--- src/rtl/chord_game_ctrl.sv ---
// rtl/chord_game_ctrl.sv - timed chord-matching game core: sync, LFSR, blink clock, round FSM
module chord_game_ctrl #(
    parameter int          TICK_DIV     = 50000000,
    parameter int          BLINK_DIV    = 12500000,
    parameter int          GAME_SECONDS = 60,
    parameter logic [31:0] LFSR_SEED    = 32'hACE11234
) (
    input  logic        clk,
    input  logic        rst_n,
    input  logic        start_btn,
    input  logic [11:0] sw,
    output logic [1:0]  state,
    output logic [11:0] chord,
    output logic [31:0] time_or_score,
    output logic [31:0] random,
    output logic        blinClock
);

    typedef enum logic [1:0] {
        S_IDLE   = 2'd0,
        S_PLAY   = 2'd1,
        S_RESULT = 2'd2
    } state_t;

    localparam int TW = $clog2(TICK_DIV);
    localparam int BW = (BLINK_DIV > 1) ? $clog2(BLINK_DIV) : 1;
    localparam logic [TW-1:0] TICK_LAST  = TW'(TICK_DIV - 1);
    localparam logic [BW-1:0] BLINK_LAST = BW'(BLINK_DIV - 1);
    localparam logic [13:0]   GAME_TIME  = 14'(GAME_SECONDS);
    localparam logic [13:0]   SCORE_MAX  = 14'd9999;
    localparam logic [31:0]   LFSR_POLY  = 32'h80200003;
    localparam logic [11:0]   CHORD_ALT  = 12'h249;

    state_t         state_q, state_d;
    logic [11:0]    chord_d;
    logic [13:0]    timer_q, timer_d;
    logic [13:0]    score_q, score_d;
    logic [31:0]    tos_d;
    logic [31:0]    lfsr_q;
    logic [TW-1:0]  tick_cnt;
    logic [BW-1:0]  blink_cnt;
    logic           btn_s1, btn_s2, btn_s3;
    logic [11:0]    sw_s1, sw_sync;
    logic           start_pulse, sec_tick, tick_clr, match;
    logic [11:0]    c0, cand;

    assign state       = state_q;
    assign random      = lfsr_q;
    assign start_pulse = btn_s2 & ~btn_s3;
    assign sec_tick    = (tick_cnt == TICK_LAST);
    assign match       = (sw_sync == chord);

    // Two-flop synchronizers plus one extra stage for start edge detection
    always_ff @(posedge clk or negedge rst_n) begin
        if (!rst_n) begin
            btn_s1  <= 1'b0;
            btn_s2  <= 1'b0;
            btn_s3  <= 1'b0;
            sw_s1   <= 12'd0;
            sw_sync <= 12'd0;
        end else begin
            btn_s1  <= start_btn;
            btn_s2  <= btn_s1;
            btn_s3  <= btn_s2;
            sw_s1   <= sw;
            sw_sync <= sw_s1;
        end
    end

    // Galois LFSR, x^32+x^22+x^2+x+1, free-running in every state
    always_ff @(posedge clk or negedge rst_n) begin
        if (!rst_n) begin
            lfsr_q <= LFSR_SEED;
        end else begin
            lfsr_q <= {1'b0, lfsr_q[31:1]} ^ (lfsr_q[0] ? LFSR_POLY : 32'd0);
        end
    end

    // Blink clock divider, toggles on each counter wrap
    always_ff @(posedge clk or negedge rst_n) begin
        if (!rst_n) begin
            blink_cnt <= '0;
            blinClock <= 1'b0;
        end else if (blink_cnt == BLINK_LAST) begin
            blink_cnt <= '0;
            blinClock <= ~blinClock;
        end else begin
            blink_cnt <= blink_cnt + BW'(1);
        end
    end

    // One-second tick counter, realigned on round entry so the first tick is a full second away
    always_ff @(posedge clk or negedge rst_n) begin
        if (!rst_n) begin
            tick_cnt <= '0;
        end else if (tick_clr || sec_tick) begin
            tick_cnt <= '0;
        end else begin
            tick_cnt <= tick_cnt + TW'(1);
        end
    end

    // Next chord: never zero and never equal to the chord currently shown
    always_comb begin
        c0 = (lfsr_q[11:0] == 12'd0) ? CHORD_ALT : lfsr_q[11:0];
        if (c0 != chord) begin
            cand = c0;
        end else if (chord == 12'hFFF) begin
            cand = CHORD_ALT;
        end else begin
            cand = {c0[10:0], c0[11]};
        end
    end

    // Round state and output registers
    always_ff @(posedge clk or negedge rst_n) begin
        if (!rst_n) begin
            state_q       <= S_IDLE;
            chord         <= 12'd0;
            timer_q       <= 14'd0;
            score_q       <= 14'd0;
            time_or_score <= 32'd0;
        end else begin
            state_q       <= state_d;
            chord         <= chord_d;
            timer_q       <= timer_d;
            score_q       <= score_d;
            time_or_score <= tos_d;
        end
    end

    // Next-state and next-output decode; abort has priority over match and tick
    always_comb begin
        state_d  = state_q;
        chord_d  = chord;
        timer_d  = timer_q;
        score_d  = score_q;
        tick_clr = 1'b0;
        case (state_q)
            S_IDLE: begin
                chord_d = 12'd0;
                timer_d = 14'd0;
                score_d = 14'd0;
                if (start_pulse) begin
                    state_d  = S_PLAY;
                    chord_d  = cand;
                    timer_d  = GAME_TIME;
                    tick_clr = 1'b1;
                end
            end
            S_PLAY: begin
                if (start_pulse) begin
                    state_d = S_IDLE;
                    chord_d = 12'd0;
                    timer_d = 14'd0;
                    score_d = 14'd0;
                end else begin
                    if (match) begin
                        score_d = (score_q >= SCORE_MAX) ? SCORE_MAX : score_q + 14'd1;
                        chord_d = cand;
                    end
                    if (sec_tick) begin
                        if (timer_q <= 14'd1) begin
                            timer_d = 14'd0;
                            state_d = S_RESULT;
                            chord_d = 12'd0;
                        end else begin
                            timer_d = timer_q - 14'd1;
                        end
                    end
                end
            end
            S_RESULT: begin
                chord_d = 12'd0;
                timer_d = 14'd0;
                if (start_pulse) begin
                    state_d = S_IDLE;
                    score_d = 14'd0;
                end
            end
            default: begin
                state_d = S_IDLE;
                chord_d = 12'd0;
                timer_d = 14'd0;
                score_d = 14'd0;
            end
        endcase

        case (state_d)
            S_PLAY:   tos_d = {18'd0, timer_d};
            S_RESULT: tos_d = {18'd0, score_d};
            default:  tos_d = 32'd0;
        endcase
    end

endmodule

--- config.mk ---
export PLATFORM = sky130hd
export DESIGN_NAME = chord_game_ctrl
export DESIGN_NICKNAME = d
export VERILOG_FILES = /design/src/rtl/chord_game_ctrl.sv
export SDC_FILE = /design/constraint.sdc
export NUM_CORES = 1
export LEC_CHECK = 0
export ABC_CLOCK_PERIOD_IN_PS = 5600
export CAP_MARGIN = 20
export CORE_ASPECT_RATIO = 0.75
export CORE_MARGIN = 1
export CORE_UTILIZATION = 60
export DETAILED_ROUTE_END_ITERATION = 16
export GPL_TIMING_DRIVEN = 0
export PLACE_DENSITY = 0.85
export SLEW_MARGIN = 10
export SYNTH_ARGS = -nofsm -noshare
export SYNTH_HDL_FRONTEND = slang
export SYNTH_SLANG_ARGS = --single-unit
--- constraint.sdc ---
create_clock -name clk -period 5.6 [get_ports clk]
set_clock_uncertainty 0.05 [all_clocks]
set_input_delay 0.84 -clock clk [delete_from_list [all_inputs] [get_ports clk]]
set_output_delay 0.84 -clock clk [all_outputs]
set_load 0.02 [all_outputs]
# Yosys cells after proc, flatten, opt, wreduce, memory -nomap -nowiden
# Index checks and enable logic that the tools add are counted.
# totals
reg_bits	184
input_bits	15
output_inout_bits	79
word_cells	67
# classes
add_sub_neg	4
n_lt_le_gt_ge	2
n_eq_ne	9
n_mux	31
bitwise	4
reduce_logical	3
# ops
cell	count
$mux W14	7
$mux W12	8
$pmux W14 S2	3
$mux W32	1
$xor A31 B32 Y32	1
$add A26 B1 Y26 const B	1
$eq A26 B26 Y1 const B	1
$mux W26	1
$add A24 B1 Y24 const B	1
$eq A24 B24 Y1 const B	1
$mux W24	1
$pmux W12 S2	1
$add A14 B1 Y14 const B	1
$ge A14 B14 Y1 const B	1
$le A14 B1 Y1 const B	1
$sub A14 B1 Y14 const B	1
$eq A12 B12 Y1	1
$eq A12 B12 Y1 const B	1
$logic_not A12 Y1	1
$ne A12 B12 Y1	1
$mux W2	5
$mux W6	1
$pmux W2 S3	1
$eq A2 B1 Y1 const B	2
other kinds (6)	9

# Depth between registers and ports, before layout
# Gate-level depths: netlist of run 1.
# logic_depth
depth_word	9
depth_mapped	15
depth_no_buf	13

# Worst setup path before layout of run 1
# No wires, ideal clock.
# synth_path
path_kind	flip-flop to flip-flop
startpoint	register timer_q[0]
endpoint	register time_or_score[7]
setup_ns	0.087
t_arrival_ns	3.200
required_ns	5.463
path_slack_ns	2.264
path_stages_with_launch	15
n_path_buf	2
synth_period_minus_slack_ns	3.336
cell_sequence	dfrtp_1 > inv_1 > ha_1 > clkbuf_1 > o21bai_1 > or3_4 > o21ai_2 > buf_4 > a21o_1 > a21o_1 > ha_1 > nor3b_1 > nand2_1 > or4_1 > o211ai_1
# synth_between
elab_chain_len	7
elab_cells_between_ends	13
classes_between	1 x add/sub; 1 x order compare; 2 x eq/ne; 9 x mux
# synth_lines
item	line_no	rtl
from (decl)	36	logic [13:0] timer_q, timer_d;
from (signal assigned)	126	timer_q <= timer_d;
$le A14 B1 Y1	163	if (timer_q <= 14'd1) begin
$mux W2	163	
$mux W2	162	if (sec_tick) begin
$mux W2	152	if (start_pulse) begin
$pmux W2 S3	139	case (state_q)
$eq A2 B2 Y1 or $eq A2 B1 Y1 (tied branches)	189	case (state_d)
$pmux W14 S2 (*)	189	
net tos_d[7]	38	logic [31:0] tos_d;
to (signal assigned)	128	time_or_score <= tos_d;
to (decl)	14	output logic [31:0] time_or_score,
# The timed path passes the listed nets; every way through them passes the cells marked *.
# A chain may end at the register's enable or synchronous reset.

# Worst setup path in the final report of run 1
# Ends and elaborated chain as after synthesis.

==> results of run 1 <==
-- layout by cell type (no fill, tap or decap), types with 16 or more instances in the layout --
| cell | instances |
|---|---|
| dfrtp_1 | 153 |
| nor2_1 | 86 |
| buf_4 | 20 |
| nand4_1 | 19 |
| clkdlybuf4s50_1 | 74 |
| xnor2_1 | 25 |
| nand2_1 | 44 |
| a21oi_1 | 16 |
| xor2_1 | 49 |
| nand3_1 | 39 |
| clkbuf_16 | 17 |
| inv_1 | 16 |
| conb_1 | 18 |
-- area by class of cell --
cell class | instances | area, um^2 | area share [%]
clock buffer | 17 | 425.4 | 4.462
multi-input combinational | 532 | 3438 | 36.06
buffer | 41 | 249.0 | 2.612
sequential | 166 | 4170 | 43.74
clock inverter | 15 | 200.2 | 2.100
inverter | 16 | 60.06 | 0.6299
tap | 166 | 207.7 | 2.178
timing repair buffer | 76 | 783.3 | 8.215
-- flip-flops by register name (all words and copies together), names as in the netlist --
| name | cells |
|---|---|
| btn_s3 | 1 |
| random | 32 |
| tick_cnt | 26 |
| score_q | 14 |
| time_or_score | 14 |
| chord | 12 |
| btn_s2 | 1 |
| state | 2 |
| blinClock | 1 |
| btn_s1 | 1 |
| sw_sync | 12 |
| sw_s1 | 12 |
| blink_cnt | 24 |
| timer_q | 14 |
-- cell families (layout without fill, tap and decap cells) --
kind of cell / count (synthesis) / count (layout)
and+or+nand+nor: 305 / 305
DFF: 166 / 166
AOI/OAI and AO/OA: 112 / 112
xor gates and xnor gates: 74 / 74
buffers and inverters: 57 / 165
adders and majority gates: 12 / 12
muxes: 11 / 11
other: 1 / 18
-- how the worst max path moves through the flow --
stage / startpoint / endpoint / slack (ns) / cells after the start
after floorplan: timer_q[0] / time_or_score[7] / 2.26 / 14
after global placement: rst_n / blink_cnt[0] / -2.57 / 1
after detailed placement: timer_q[0] / time_or_score[7] / 1.62 / 14
after CTS: timer_q[0] / time_or_score[7] / 1.57 / 14
after global routing: tick_cnt[18] / time_or_score[7] / 1.25 / 13
final: timer_q[0] / time_or_score[7] / 1.49 / 14
-- per-layer routing --
layer,share of wire [%],global-route usage [%],up-vias
met5,0,0,-
met4,1.9,10.63,0
met3,8.0,5.681,45
met2,46,45.83,304
met1,44,41.66,3003
li1,-,-,2833
-- report_power, final --
part	internal (uW)	switching, uW	leakage (uW)
registers	1250	63.5	0.00218
clock network	686	542	0.000304
logic	187	331	0.00164
-- through the flow --
stage	std cells	setup slack [ns]
floorplan	755	2.264
global placement	996	-2.569
detailed placement	997	1.620
CTS	1029	1.570
global route	1029	1.249
finish	1029	1.490
-- critical path, cell delays in order (launching register included) --
cell and delay (ns):
dfrtp_1 0.43, inv_1 0.11, ha_1 0.14, clkbuf_1 0.31
o21bai_1 0.15, or3_4 0.43, o21ai_2 0.22, buf_4 0.23
a21o_1 0.15, a21o_1 0.12, ha_1 0.26, nor3b_1 0.50
nand2_1 0.29, or4_1 0.49, o211ai_1 0.12
==> results by group, run 1 <==
Final layout
  • Fillcell total: between 800 and 900
  • Share of cells above drive strength 1: 11.01%
  • Util after Layout: between 70% and 80%
  • P&R area growth vs syn: 21.40%
  • Layout Nets: around 900
  • Design area: roughly 9500 um^2
  • Diode count: 0

Detailed routing
  • DRC viols: 0
  • Routed vias/inst: between 6 and 7
  • Router iterations before antenna repair: 7
  • Post-DRT Antenna Nets: 0
  • Total wire length: between 15 and 20 mm
  • Wirelength per Cell: between 15 and 20 um
  • Via Count: about 6000
  • Initial DRC count: ~630

Yosys
  • Yosys top cell by area: dfrtp_1
  • #FFs+latches synth: between 150 and 200
  • Top_reg_cell synth: dfrtp_1
  • Register area share after synthesis: 53.10%
  • Post-synth top cells: dfrtp_1, nor2_1, xor2_1
  • Synth Instances: 738
  • Count leader, synth: dfrtp_1
  • Post-synthesis mux area share: approximately 1.4%
  • Complex-gate fraction of the synthesized area: between 10% and 20%
  • Yosys warnings: 0
  • Distinct cells, synth: 74
  • Share of the synthesized area in the top cell type: approximately half
  • Post-Synth Adder-Cell Area: about 1.9%
  • Synth area leaders: dfrtp_1, xor2_1, dfstp_2
  • Number of synthesized flops with an enable pin: 0
  • Post-Synth XOR/XNOR Area: a little over 8%
  • FFs w/ async S/R, synth: 100.0%
  • Synthesized cell area: around 7900 um^2
  • Largest family of logic cells by synthesized area: simple AND/OR/NAND/NOR gates
  • Simple-Gate Fraction of Synth Area: between 20% and 30%
  • Syn Area/Cell: around 11 um^2

STA
  • Fin Setup TNS: 0 ns
  • Tmin final: about 4.1 ns
  • Tcrit/Tclk final: between 70% and 80%
  • Worst hold slack: 0.2485 ns
  • Worst-margin pin slew: about 0.77 ns
  • Max Transition Viols Final: 0
  • Final setup fails: 0
  • F_max: ~240 MHz
  • Slew headroom: 47.99%
  • Final Hold Viols: 0
  • RSZ-0062 raised after global routing: false

Worst setup path
  • Register-to-Register Setup Slack: 1.49 ns
  • Worst R2R Path Depth: 14
  • Worst endpoint required time: 5.88 ns
  • Crit path kind: flop to flop
  • CP startpoint kind: flop
  • CP Capture Type: flop
  • Max Fanout on Critical Path: 10
  • WP data arrival: 4.39 ns
  • FF-to-FF Start: timer_q[0]
  • Reg2reg end: time_or_score[7]

Power
  • Power per cell area: 321.0 nW/um^2
  • Leak: between 0.004 and 0.005 uW
  • Maximum vdd drop: around 0.24 mV
  • Design Power: about 3000 uW

GRT
  • GR Overflow Total: 0
  • Initial antenna violation count: 0
  • Total GRT Usage: roughly 29%
  • Vias in the first global route: 6025
  • Largest net degree at the start of global routing: 116
  • First-pass GRT wire length: a little over 30 mm

Floorplan
  • Die Y: 101.1 um
  • Row cnt: 35
  • IO Pins: 94
  • Chip width: 134.1 um
  • Starting Density: 62.71%
  • Core area: 12520 um^2
  • Die area: about 14000 um^2

Clock tree
  • Clock Pin Slew Worst Setup and Hold Paths: 0.08 ns
  • Later-pin clock latency in the skew report: ~0.43 ns
  • Post-CTS resize count: 0
  • CTS tree: done
  • Longest Clk Path Bufs: 2
  • Root cell of the clock tree: clkbuf_16
  • H-tree levels: 4
  • Post-CTS setup buffer count: 0
  • Cts hold-fix bufs: 0
  • Num Clock Sinks: ~170
  • Num CTS Buffers: 17

Place
  • Placed cell area: 8909 um^2
  • GP Congestion: around 0.97
  • Buffers on Ports: between 70 and 80
  • Dpl hpwl: ~13 mm

Worst hold path
  • Hold Crit Class: primary input to asynchronous set/reset pin

Run status
  • Status: completed

Run
  • Max-cap violations: 0
(Power assumes the default switching activity.)
==> run 2, diff against run 1 <==
--- a/config.mk
+++ b/config.mk
@@ -5,14 +5,14 @@
 export SDC_FILE = /design/constraint.sdc
 export NUM_CORES = 1
 export LEC_CHECK = 0
-export ABC_CLOCK_PERIOD_IN_PS = 5600
+export ABC_CLOCK_PERIOD_IN_PS = 3550
 export CAP_MARGIN = 20
 export CORE_ASPECT_RATIO = 0.75
 export CORE_MARGIN = 1
-export CORE_UTILIZATION = 60
+export CORE_UTILIZATION = 51
 export DETAILED_ROUTE_END_ITERATION = 16
 export GPL_TIMING_DRIVEN = 0
-export PLACE_DENSITY = 0.85
+export PLACE_DENSITY = 0.77
 export SLEW_MARGIN = 10
 export SYNTH_ARGS = -nofsm -noshare
 export SYNTH_HDL_FRONTEND = slang
==> constraint.sdc (replaced) <==
create_clock -name clk -period 3.55 [get_ports clk]
set_clock_uncertainty 0.05 [all_clocks]
set_input_delay 0.5325 -clock clk [delete_from_list [all_inputs] [get_ports clk]]
set_output_delay 0.5325 -clock clk [all_outputs]
set_load 0.02 [all_outputs]
==> results by group, run 2 (same netlist as run 1, synthesis figures left out) <==
Run status
  • Status: completed

Worst setup path
  • Worst path max stage delay: 0.59 ns (+0.09 ns)
  • CP startpoint kind: flop
  • Register-to-Register Setup Slack: 0.04 ns (-1.45 ns)
  • CP Capture Type: flop
  • Worst R2R Path Depth: 11 (-3)
  • Buf/Inv on CP: 1 (-2)
  • Crit path kind: flop to flop
  • Worst-path cell chain: or4_1 > or3_4 > o21ai_4 > buf_6 > a21o_1 > a21o_1 > ha_1 > nor3b_4 > nand2_2 > or4_4 > o211ai_1
  • Worst endpoint required time: 3.81 ns (-2.07 ns)
  • Most used cell, CP: a21o_1
  • FF-to-FF Start: timer_q[10]
  • Critical path depth in cells: 11 (-3)
  • Max Fanout on Critical Path: 10 (unchanged)
  • Reg2reg end: time_or_score[7]
  • Top delay family on crit path: simple AND/OR/NAND/NOR gates
  • Crit-path slowest cell: or4_1
  • WP data arrival: 3.77 ns (-0.62 ns)

Floorplan
  • IO Pins: 94 (unchanged)
  • Die Y: 109.5 um (+8.3%)
  • Die area: 15900 um^2 (+17%)
  • Core area: 14740 um^2 (+18%)
  • Row cnt: 38 (+8.6%)
  • Chip width: 145.3 um (+8.3%)
  • Starting Density: 53.29% (-9.4 points)

Detailed routing
  • Metal2 WL: 8.451 mm (-1.4%)
  • Post-DRT Antenna Nets: 0 (unchanged)
  • Initial DRC count: 452 (-28%)
  • DRC viols: 0 (unchanged)
  • Wire length on met1: 8.544 mm (+4.7%)
  • Routed vias/inst: 5.743 (-4.5%)
  • Via Count: 6133 (-0.84%)
  • Wirelength per Cell: 17.32 um (-4.0%)
  • Metal3 WL: 1.240 mm (-16%)
  • Router iterations before antenna repair: 7 (unchanged)
  • Top layer in use: met4
  • Total wire length: 18.50 mm (-0.40%)

Clock tree
  • Num CTS Buffers: 17 (unchanged)
  • H-tree levels: 4 (unchanged)
  • Num Clock Sinks: 166 (unchanged)
  • Clock Pin Slew Worst Setup and Hold Paths: 0.07 ns (about the same)
  • Later-pin clock latency in the skew report: 0.43 ns (about the same)
  • Root cell of the clock tree: clkbuf_16
  • CTS tree: done
  • Longest Clk Path Bufs: 2 (unchanged)

STA
  • Final setup fails: 0 (unchanged)
  • F_max: 285.0 MHz (+17%)
  • RSZ-0062 raised after global routing: true
  • Max Transition Viols Final: 0 (unchanged)
  • Setup ws final: 0.04068 ns (-1.450 ns)
  • Slew headroom: 46.50% (-1.5 points)
  • Final Hold Viols: 0 (unchanged)
  • Tmin final: 3.509 ns (-0.6003 ns)
  • Tcrit/Tclk final: 98.85% (+25 points)
  • Worst-margin pin slew: 0.7964 ns (+0.02275 ns)

Final layout
  • P&R area growth vs syn: 22.14%
  • Commonest non-fill, non-tap cell in the layout: dfrtp_1
  • Layout Nets: 882 (+0.57%)
  • Design area: 9593 um^2 (+0.62%)
  • Util after Layout: 65.08% (-11 points)
  • Share of cells above drive strength 1: 12.33% (+1.3 points)
  • Diode count: 0 (unchanged)
  • Max reg flops: 32 (unchanged)
  • Most frequent cells in the layout: dfrtp_1, nor2_1, clkdlybuf4s50_1

GRT
  • Initial antenna violation count: 0 (unchanged)
  • First-pass GRT wire length: 30.71 mm (-0.22%)
  • Vias in the first global route: 6040 (+0.25%)
  • Total GRT Usage: 24.77% (-4.7 points)
  • GR Overflow Total: 0 (unchanged)
  • Largest net degree at the start of global routing: 120 (+3.4%)

Place
  • Buffers on Ports: 75 (unchanged)
  • Post-place setup slack: -0.4831 ns (-2.103 ns)
  • Dpl hpwl: 12.73 mm (+0.58%)
  • Placed cell area: 8951 um^2 (+0.48%)
  • GP Congestion: 0.8899 (-8.5%)

Power
  • Leak: 0.004132 uW (+0.20%)
  • Power per cell area: 486.7 nW/um^2 (+52%)
  • Maximum vdd drop: 0.4221 mV (+77%)

Worst hold path
  • Hold Path Stages: 0
  • Min-delay src: sw_s1[5]
  • Hold path endpoint: sw_sync[5]
  • Hold Crit Class: flop to flop

Run
  • Max-cap violations: 0 (unchanged)
==> run 2: cell types whose count changed in the layout (fill, tap and decap cells not counted), sizes merged <==
cell         previous run  this run
buf                    30        35
clkinv                  3         6
bufinv                  2         0
inv                    25        23
clkbuf                 29        30
clkinvlp                1         0
dlygate4sd3             0         1
==> run 2: where the power goes <==
part	internal [uW]	switching [uW]	total, uW
logic	322	530	851
registers	1970	106	2080
clock network	936	802	1740
total	3230	1440	4670
==> run 2: stage by stage <==
| stage | std cells | hold slack, ns | power [uW] | TNS [ns] |
|---|---|---|---|---|
| after global placement | 1030 | 0.2812 | 2871 | -713.17 |
| after CTS | 1066 | 0.2995 | 4642 | 0 |
| after floorplan | 755 | 0.1869 | 2609 | 0 |
| after global routing | 1068 | 0.3008 | 4870 | -0.1090 |
| after detailed placement | 1031 | 0.2847 | 2897 | -1.450 |
| final | 1068 | 0.2984 | 4669 | 0 |
==> run 2: worst max-delay path by stage <==
stage | from | endpoint | slack [ns]
3_3_place_gp | rst_n | blink_cnt[22] | -4.46
2_1_floorplan | timer_q[0] | time_or_score[7] | 0.21
6_report | timer_q[10] | time_or_score[7] | 0.04
4_1_cts | timer_q[2] | time_or_score[7] | 0.008
5_1_grt | tick_cnt[20] | time_or_score[7] | -0.11
3_5_place_dp | timer_q[0] | time_or_score[7] | -0.48
==> run 2: area by class of cell <==
class	instances	area [um^2]
buffer	40	249.0
clock buffer	19	442.9
clock inverter	13	111.4
fill	1123	5146
inverter	16	60.06
multi-input combinational	532	3477
sequential	166	4172
tap	200	250.2
timing repair buffer	82	830.8
==> run 2: repair_timing <==
action	CTS	global route
pin swaps	3	0
hold buffers	1	0
gates resized for setup	4	7
setup buffers	3	2
endpoints found under the setup margin	7	9
endpoints found under the hold margin	47	0
==> run 2: layer usage <==
| metal | vias up | track usage (%) |
|---|---|---|
| li1 | 2847 | - |
| met5 | - | 0 |
| met2 | 257 | 38.98 |
| met4 | 0 | 9.549 |
| met1 | 3000 | 34.21 |
| met3 | 29 | 4.979 |
==> run 3, diff against run 2 <==
--- a/config.mk
+++ b/config.mk
@@ -12,6 +12,7 @@
 export CORE_UTILIZATION = 51
 export DETAILED_ROUTE_END_ITERATION = 16
 export GPL_TIMING_DRIVEN = 0
+export MAX_ROUTING_LAYER = met4
 export PLACE_DENSITY = 0.77
 export SLEW_MARGIN = 10
 export SYNTH_ARGS = -nofsm -noshare
==> results by group, run 3 (same netlist as run 1, synthesis figures left out) <==
Place
  • Buffers on Ports: 75 (unchanged)
  • GP Congestion: 0.9573 (+7.6%)
  • Inst Count DP: 1031 (unchanged)
  • Dpl hpwl: 13.00 mm (+2.1%)

Detailed routing
  • Via Count: 6372 (+3.9%)
  • Initial DRC count: 698 (+54%)
  • DRC viols: 0 (unchanged)
  • Post-DRT Antenna Nets: 0 (unchanged)
  • Router iterations before antenna repair: 8 (+1)
  • Wirelength per Cell: 17.65 um (+1.9%)
  • Total wire length: 19.03 mm (+2.9%)
  • Routed vias/inst: 5.911 (+2.9%)

GRT
  • Total GRT Usage: 26.29% (+1.5 points)
  • GR Overflow Total: 0 (unchanged)
  • First-pass GRT wire length: 31.43 mm (+2.3%)
  • Largest net degree at the start of global routing: 117 (-2.5%)
  • Vias in the first global route: 6062 (+0.36%)
  • Initial antenna violation count: 0 (unchanged)

STA
  • Worst-margin pin slew: 0.7240 ns (-0.07243 ns)
  • Tmin final: 3.522 ns (+0.01239 ns)
  • Slew headroom: 51.36% (+4.9 points)
  • F_max: 284.0 MHz (-0.35%)
  • Final Hold Viols: 0 (unchanged)
  • Max Transition Viols Final: 0 (unchanged)
  • Final setup fails: 0 (unchanged)
  • Tcrit/Tclk final: 99.20% (+0.35 points)
  • Fin Setup TNS: 0 ns (unchanged)

Power
  • Maximum vdd drop: 0.3924 mV (-7.0%)
  • Design Power: 4713 uW (+0.94%)
  • Leak: 0.004171 uW (+0.94%)
  • Power per cell area: 486.1 nW/um^2 (-0.11%)

Clock tree
  • Later-pin clock latency in the skew report: 0.44 ns (about the same)
  • H-tree levels: 4 (unchanged)
  • Num Clock Sinks: 166 (unchanged)
  • Longest Clk Path Bufs: 2 (unchanged)
  • CTS tree: done
  • Clock Pin Slew Worst Setup and Hold Paths: 0.07 ns (about the same)
  • Root cell of the clock tree: clkbuf_16
  • Num CTS Buffers: 17 (unchanged)

Floorplan
  • Die area: 15900 um^2 (unchanged)
  • Chip width: 145.3 um (unchanged)
  • IO Pins: 94 (unchanged)
  • Row cnt: 38 (unchanged)
  • Die Y: 109.5 um (unchanged)
  • Core area: 14740 um^2 (unchanged)
  • Starting Density: 53.29% (unchanged)

Run
  • Max-cap violations: 0 (unchanged)

Final layout
  • P&R area growth vs syn: 23.43%
  • Fillcell total: 1126 (+0.27%)
  • Diode count: 0 (unchanged)
  • Commonest non-fill, non-tap cell in the layout: dfrtp_1
  • Util after Layout: 65.77% (+0.69 points)
  • Most frequent cells in the layout: dfrtp_1, nor2_1, clkdlybuf4s50_1
  • Max reg flops: 32 (unchanged)
  • Share of cells above drive strength 1: 14.12% (+1.8 points)
  • Post-route insts no fill: 1078 (+0.94%)
  • Layout Nets: 892 (+1.1%)

Run status
  • Status: completed

Worst hold path
  • Hold Crit Class: flop to flop

Worst setup path
  • WP data arrival: 3.77 ns (about the same)
  • Crit path kind: flop to flop
  • CP Capture Type: flop
  • Max Fanout on Critical Path: 6 (-4)
  • Worst endpoint required time: 3.80 ns (about the same)
  • CP startpoint kind: flop
run 3: cell types whose count changed in the layout (fill, tap and decap cells not counted), sizes merged:
| cell | change |
|---|---|
| inv | -1 |
| buf | +10 |
| clkinv | +1 |
| clkbuf | -1 |
| clkinvlp | +1 |
run 3: metrics by stage:
step	cell area, um^2	hold slack, ns	setup slack, ns
2_1_floorplan	7918	0.1869	0.2137
3_3_place_gp	8919	0.2822	-4.490
3_5_place_dp	8951	0.2847	-0.5621
4_1_cts	9547	0.3000	0.001404
5_1_grt	9694	0.3065	-0.008278
6_report	9694	0.2986	0.02829
run 3: cell type report:
cell class | count | area, um^2 | area share (%)
multi-input combinational | 532 | 3505 | 36.15
buffer | 40 | 251.5 | 2.594
sequential | 166 | 4175 | 43.07
timing repair buffer | 92 | 905.9 | 9.344
clock inverter | 14 | 117.6 | 1.213
tap | 200 | 250.2 | 2.581
inverter | 16 | 60.06 | 0.6195
clock buffer | 18 | 429.2 | 4.427
run 3: per-layer routing:
metal	wire, um	track usage (%)	up-vias
li1	-	-	2863
met1	8151	35.27	3127
met2	8634	38.87	327
met3	1808	6.722	55
met4	435	9.624	0
met5	0	-	-
run 3: worst max-delay path, cell delays in order (launching register included):
cell,delay [ns]
dfrtp_2,0.44
or4_4,0.55
or3_4,0.39
o21ai_4,0.21
buf_6,0.15
a21o_1,0.14
a21o_1,0.12
ha_2,0.30
nor3b_4,0.27
nand2_2,0.13
or4_1,0.44
o211ai_1,0.19
run 3: path summary, 6_finish.rpt:
path | startpoint | to | slack (ns) | cells past startpoint
max | timer_q[10] | time_or_score[7] | 0.03 | 11
min | sw_s1[2] | sw_sync[2] | 0.30 | 0
max reg2reg | timer_q[10] | time_or_score[7] | 0.03 | 11
min reg2reg | sw_s1[2] | sw_sync[2] | 0.30 | 0
max in group asynchronous | rst_n | blink_cnt[13] | 2.02 | 3
min in group asynchronous | rst_n | tick_cnt[14] | 0.56 | 2
run 3: where the power goes:
group          leakage, uW  switching, uW  internal (uW)
clock             0.000271            815            915
combinational      0.00173            555            352
sequential         0.00217            102           1970
total              0.00417           1470           3240
run 3: repair_timing:
action                     4_1_cts  5_1_grt
buffers inserted                 2       13
pin swaps                        2        7
hold endpoints to repair        50        0
setup endpoints to repair        8       11
hold buffers                     1        0
gates resized for setup          6       15
